$ cat src/rtl/cnn_window_gen_pkg.sv
// cnn_pkg: default geometry and counter widths shared by the window generator files
package cnn_pkg;
  localparam int DEF_KX = 5;
  localparam int DEF_KY = 5;
  localparam int DEF_I_F_BW = 8;
  localparam int DEF_IW = 28;
  localparam int DEF_IH = 28;
  localparam int CW = $clog2(DEF_IW);
  localparam int RW = $clog2(DEF_IH);
endpackage

$ cat src/rtl/cnn_window_gen_if.sv
// cnn_window_gen_if: pixel-in / window-out stream bundle of the window generator
interface cnn_window_gen_if
  import cnn_pkg::*;
#(
  parameter int KX = DEF_KX,
  parameter int KY = DEF_KY,
  parameter int I_F_BW = DEF_I_F_BW
);
  logic i_in_valid;
  logic [I_F_BW-1:0] i_in_pixel;
  logic o_ot_valid;
  logic [KX*KY*I_F_BW-1:0] o_ot_fmap;
  logic o_frame_done;
  modport master (output i_in_valid, i_in_pixel, input o_ot_valid, o_ot_fmap, o_frame_done);
  modport slave (input i_in_valid, i_in_pixel, output o_ot_valid, o_ot_fmap, o_frame_done);
endinterface

$ cat src/rtl/cnn_line_buffer.sv
// cnn_line_buffer: one image-row delay, read-before-write at a shared column address
module cnn_line_buffer
  import cnn_pkg::*;
#(
  parameter int DEPTH = DEF_IW,
  parameter int W = DEF_I_F_BW,
  parameter int AW = $clog2(DEPTH)
) (
  input  logic clk,
  input  logic we,
  input  logic [AW-1:0] addr,
  input  logic [W-1:0] din,
  output logic [W-1:0] dout
);
  logic [W-1:0] mem_q [DEPTH];
  assign dout = mem_q[addr];
  always_ff @(posedge clk)
    if (we) mem_q[addr] <= din;
endmodule

$ cat src/rtl/cnn_window_gen.sv
// cnn_window_gen: raster pixel stream to KX x KY sliding windows, valid padding, stride 1
module cnn_window_gen
  import cnn_pkg::*;
#(
  parameter int KX = DEF_KX,
  parameter int KY = DEF_KY,
  parameter int I_F_BW = DEF_I_F_BW,
  parameter int IW = DEF_IW,
  parameter int IH = DEF_IH
) (
  input logic clk,
  input logic reset,
  input logic i_clear,
  cnn_window_gen_if.slave bus
);
  localparam int CBW = $clog2(IW);
  localparam int RBW = $clog2(IH);
  logic [CBW-1:0] col_q, col_d;
  logic [RBW-1:0] row_q, row_d;
  logic [I_F_BW-1:0] win_q [KY][KX];
  logic [I_F_BW-1:0] win_d [KY][KX];
  logic [I_F_BW-1:0] tap [KY];
  logic [I_F_BW-1:0] lb_in [KY-1];
  logic [I_F_BW-1:0] lb_out [KY-1];
  logic [KX*KY*I_F_BW-1:0] fmap_q, fmap_d;
  logic valid_q, valid_d, done_q, done_d;
  logic beat, last_col, last_row;
  assign beat = bus.i_in_valid & ~i_clear;
  assign last_col = col_q == CBW'(IW - 1);
  assign last_row = row_q == RBW'(IH - 1);
  assign tap[KY-1] = bus.i_in_pixel;
  // delay k holds image row (row-k-1), so it feeds window row KY-2-k
  for (genvar k = 0; k < KY - 1; k++) begin : g_lb
    if (k == 0) begin : g_head
      assign lb_in[k] = bus.i_in_pixel;
    end else begin : g_tail
      assign lb_in[k] = lb_out[k-1];
    end
    assign tap[KY-2-k] = lb_out[k];
    cnn_line_buffer #(.DEPTH(IW), .W(I_F_BW), .AW(CBW)) u_lb (
      .clk(clk), .we(beat), .addr(col_q), .din(lb_in[k]), .dout(lb_out[k])
    );
  end
  always_comb begin
    col_d = col_q;
    row_d = row_q;
    win_d = win_q;
    fmap_d = fmap_q;
    valid_d = 1'b0;
    done_d = 1'b0;
    if (beat) begin
      col_d = last_col ? '0 : col_q + 1'b1;
      row_d = !last_col ? row_q : last_row ? '0 : row_q + 1'b1;
      for (int r = 0; r < KY; r++) begin
        for (int c = 0; c < KX - 1; c++) win_d[r][c] = win_q[r][c+1];
        win_d[r][KX-1] = tap[r];
      end
      valid_d = col_q >= CBW'(KX - 1) && row_q >= RBW'(KY - 1);
      done_d = last_col && last_row;
    end
    for (int r = 0; r < KY; r++)
      for (int c = 0; c < KX; c++)
        if (valid_d) fmap_d[(r*KX+c)*I_F_BW +: I_F_BW] = win_d[r][c];
    if (i_clear) begin
      col_d = '0;
      row_d = '0;
      win_d = '{default: '0};
      fmap_d = '0;
    end
  end
  always_ff @(posedge clk or posedge reset)
    if (reset) begin
      col_q <= '0;
      row_q <= '0;
      win_q <= '{default: '0};
      fmap_q <= '0;
      valid_q <= 1'b0;
      done_q <= 1'b0;
    end else begin
      col_q <= col_d;
      row_q <= row_d;
      win_q <= win_d;
      fmap_q <= fmap_d;
      valid_q <= valid_d;
      done_q <= done_d;
    end
  assign bus.o_ot_valid = valid_q;
  assign bus.o_ot_fmap = fmap_q;
  assign bus.o_frame_done = done_q;
endmodule

$ cat src/flat_wrapper.sv
// flat-port wrapper written by rule: the top's interface ports become plain ports
module cnn_window_gen_flat import cnn_pkg::*;
#(
  parameter int KX = DEF_KX,
  parameter int KY = DEF_KY,
  parameter int I_F_BW = DEF_I_F_BW,
  parameter int IW = DEF_IW,
  parameter int IH = DEF_IH
)
  (clk, reset, i_clear, bus_i_in_valid, bus_i_in_pixel, bus_o_ot_valid, bus_o_ot_fmap, bus_o_frame_done);
  cnn_window_gen_if #(.KX(KX), .KY(KY), .I_F_BW(I_F_BW)) bus_i ();
  input logic clk;
  input logic reset;
  input logic i_clear;
  input wire logic [$bits(bus_i.i_in_valid)-1:0] bus_i_in_valid;
  input wire logic [$bits(bus_i.i_in_pixel)-1:0] bus_i_in_pixel;
  output wire logic [$bits(bus_i.o_ot_valid)-1:0] bus_o_ot_valid;
  output wire logic [$bits(bus_i.o_ot_fmap)-1:0] bus_o_ot_fmap;
  output wire logic [$bits(bus_i.o_frame_done)-1:0] bus_o_frame_done;
  assign bus_i.i_in_valid = bus_i_in_valid;
  assign bus_i.i_in_pixel = bus_i_in_pixel;
  assign bus_o_ot_valid = bus_i.o_ot_valid;
  assign bus_o_ot_fmap = bus_i.o_ot_fmap;
  assign bus_o_frame_done = bus_i.o_frame_done;
  cnn_window_gen #(.KX(KX), .KY(KY), .I_F_BW(I_F_BW), .IW(IW), .IH(IH)) u_core (.clk(clk), .reset(reset), .i_clear(i_clear), .bus(bus_i));
endmodule
$ cat config.mk
export PLATFORM = sky130hd
export DESIGN_NAME = cnn_window_gen_flat
export DESIGN_NICKNAME = d
export VERILOG_FILES = /design/src/rtl/cnn_window_gen_pkg.sv /design/src/rtl/cnn_window_gen_if.sv /design/src/rtl/cnn_line_buffer.sv /design/src/rtl/cnn_window_gen.sv /design/src/flat_wrapper.sv
export SDC_FILE = /design/constraint.sdc
export NUM_CORES = 1
export LEC_CHECK = 0
export ABC_AREA = 0
export CORE_ASPECT_RATIO = 1.5
export CORE_UTILIZATION = 45
export CTS_BUF_LIST = sky130_fd_sc_hd__clkbuf_4 sky130_fd_sc_hd__clkbuf_8
export DETAILED_ROUTE_END_ITERATION = 7
export GPL_ROUTABILITY_DRIVEN = 1
export SLEW_MARGIN = 20
export SYNTH_ARGS = -nofsm -noshare
export SYNTH_HDL_FRONTEND = slang
export SYNTH_HIERARCHICAL = 1
export SYNTH_SLANG_ARGS = --single-unit
$ cat constraint.sdc
create_clock -name clk -period 21.1 [get_ports clk]
set_input_delay 4.22 -clock clk [delete_from_list [all_inputs] [get_ports clk]]
set_output_delay 4.22 -clock clk [all_outputs]
set_load 0.05 [all_outputs]
==> key figures <==
Clocking
  • Clk root buf: clkbuf_8
  • Postcts setup bufs: 0
  • CTS Buf Count: 191
  • Htree depth: 4
  • Post-CTS Resized: 0
  • CTS Buffer Depth: 3
  • TritonCTS Sinks: 1308
  • Hold_buf cts: 0
  • Worst-Skew Late Latency: 0.90 ns
  • CTS tree: built
  • CTS clock-pin slew for the worst setup and hold paths: 0.07 ns

Global route
  • Met3 usage: 3.992%
  • Met1 usage: 24.57%
  • Initial antenna violation count: 1
  • Gr usage total: 20.43%
  • Vias in the first global route: 28930
  • Largest net degree at the start of global routing: 166
  • First-pass GRT wire length: 180300 um
  • Met2 usage: 36.07%
  • GRT overflow: 0
  • Top Usage Layer GRT: met2

Synth
  • Syn nets: 2973
  • Mapped Area: 0.05231 sq mm
  • Netlist cell types: 49
  • Yosys warns: 6
  • Cell taking the most area after synthesis: edfxtp_1
  • Post-synth ARST share: 31.50%
  • Register bit count reported by yosys: 1308
  • Synth Instances: 2957
  • EDFF count, synth: 896
  • Syn avg cell area: 17.69 sq um
  • Leading post-synthesis cells by cell area: edfxtp_1 (51%), dfrtp_1 (20%), mux2i_1 (7.2%)
  • Ys flop type: edfxtp_1
  • Seq/Total Area, Yosys: 71.15%
  • Yosys top cell area share: 51.44%

Layout
  • Final net count: 3260
  • Most frequent cells in the layout: edfxtp_1 (896), dfrtp_1 (407), mux2i_1 (376), nor2_1 (294), clkdlybuf4s50_1 (211)
  • P&R area growth vs syn: 13.77%
  • Multi-input gate area: 0.01393 sq mm
  • Commonest non-fill, non-tap cell in the layout: edfxtp_1
  • Area occupied by registers: 0.03723 sq mm
  • Post-layout util: 51.81%
  • Fill count: 9487
  • Layout cell share with drive strength beyond 1: 21.86%

Floorplanning
  • Core Area: 0.1149 sq mm
  • Die X-Extent: 280.4 um
  • IO Pins: 214
  • Die area: 0.1176 sq mm
  • Die Span Y: 419.6 um
  • Initial Utilization: 45.54%
  • # rows: 152

Timing
  • Tcrit/Tclk final: 35.46%
  • Final worst slack: 13.62 ns
  • Setup TNS: 0 ns
  • Worst-Margin Slew: 1.118 ns
  • Max-slew headroom: 25.45%
  • FMAX: 133.7 MHz
  • Skew final: 0.04346 ns
  • Final hold violations: 0
  • Final setup viols: 0
  • Slew Viols, Final: 0
  • Min Tclk post-route: 7.482 ns
  • RSZ-0062 raised after global routing: no

Placement
  • GP Congestion: 0.8036
  • Dpl hpwl: 73500 um
  • Port Buffers: 213
  • Post-Place Worst Slack: 12.77 ns

Detailed routing
  • DRC violation count after routing: 0
  • Post-DRT Antenna Nets: 0
  • Vias/cell: 5.428
  • Initial DRT Pass Iterations: 5
  • DRT Wirelength: 118100 um
  • Via count: 26790
  • Initial drt markers: 1691
  • WL/cell: 23.93 um

Setup path
  • WP data required: 21.85 ns
  • Type of destination of the critical path: flop
  • CP startpoint kind: input port
  • Max FO, Critical Path: 58
  • Critical Path AT: 8.23 ns
  • Crit Path Category: input port to flop

Status
  • Status: finished clean

Pwr
  • Static Leak: 0.02189 uW
  • PD cells: 87.66 mW/mm^2
  • Worst vdd ir: 0.05424 mV

Run
  • Max Cap Violations: 0

Hold path
  • HP Class: flop to flop
[worst max-delay path, cell delays in order]
cell	delay, ns
buf_6	0.19
a31oi_4	0.22
buf_4	0.65
buf_4	0.78
buf_4	0.94
buf_4	0.66
mux2_4	0.35
[stage by stage]
step                area (sq um)  std cells  total power [uW]  hold WS (ns)
global placement           55590       4591              3260        0.4942
CTS                        59400       4934              5282        0.5108
floorplan                  52310       2957              3140        0.5001
finish                     59510       4935              5217        0.5111
global route               59510       4935              5407        0.5179
detailed placement         55640       4591              3269        0.4910
[metal layers]
metal / vias up / part of all wire (%)
met5: - / 0
met4: 0 / 3.0
met3: 192 / 4.9
met2: 767 / 53
met1: 13890 / 39
li1: 11940 / -
[layout make-up]
| type | instances | area share (%) |
|---|---|---|
| Antenna cell | 1 | 0.004205 |
| Clock buffer | 256 | 5.332 |
| Clock inverter | 87 | 0.9882 |
| Inverter | 15 | 0.1072 |
| Multi-Input combinational cell | 1460 | 23.42 |
| Sequential cell | 1308 | 62.56 |
| Tap cell | 1540 | 3.238 |
| Timing Repair Buffer | 268 | 4.350 |
[sequential cells by signal (all words and copies together) (netlist names)]
register	cells
u_core/bus.o_ot_valid	1
u_core/win_q	200
u_core/bus.o_ot_fmap	200
u_core/row_q	5
u_core/col_q	5
u_core/bus.o_frame_done	1
u_core/g_lb.u_lb/mem_q	896
[path summary, 6_finish.rpt]
check                                                        end  slack (ns)                                   from  cells past startpoint
hold reg to reg            u_core/bus.o_ot_fmap[106]$_DFFE_PP0P_        0.51  u_core/bus.o_ot_fmap[106]$_DFFE_PP0P_                      1
setup / recovery            u_core/bus.o_ot_fmap[91]$_DFFE_PP0P_       13.62                                i_clear                      7
hold / removal             u_core/bus.o_ot_fmap[106]$_DFFE_PP0P_        0.51  u_core/bus.o_ot_fmap[106]$_DFFE_PP0P_                      1
max in group asynchronous  u_core/bus.o_ot_fmap[114]$_DFFE_PP0P_       15.05                                  reset                      4
min in group asynchronous    u_core/bus.o_ot_fmap[6]$_DFFE_PP0P_        3.93                                  reset                      2
setup reg to reg            u_core/bus.o_ot_fmap[79]$_DFFE_PP0P_       15.23            u_core/col_q[1]$_DFFE_PP0P_                     11
[synthesized netlist by cell type, types with 4 or more instances]
cell type,number
a2111oi_0,4
a21oi_1,7
a221oi_1,24
a22oi_1,48
a32oi_1,4
and2_1,13
and3b_1,4
buf_1,7
buf_12,22
buf_2,64
buf_4,16
buf_6,16
clkbuf_1,49
dfrtp_1,412
edfxtp_1,896
ha_1,4
inv_1,15
mux2_2,4
mux2_4,200
mux2i_1,376
mux4_2,136
nand2_1,89
nand2b_1,7
nand3_1,10
nand3b_1,18
nand4_1,49
nor2_1,294
nor2b_1,25
nor3_1,41
nor3b_1,5
nor3b_2,4
o21ai_1,40
o22ai_1,12
o31a_1,4
or3_1,9
or3b_1,13
[power breakdown]
group	leakage, uW	switching, uW	internal (uW)
sequential	0.0137	26.9	2810
clock	0.00198	953	1050
combinational	0.00620	246	131
[cell families after synthesis]
logic type	synth area share, %
flops	71.15
fa+ha+maj	0.09568
mux	18.88
simple gates	5.279
buf+inv	2.538
compound gates	2.064
Power figures use the tool's default switching activity.
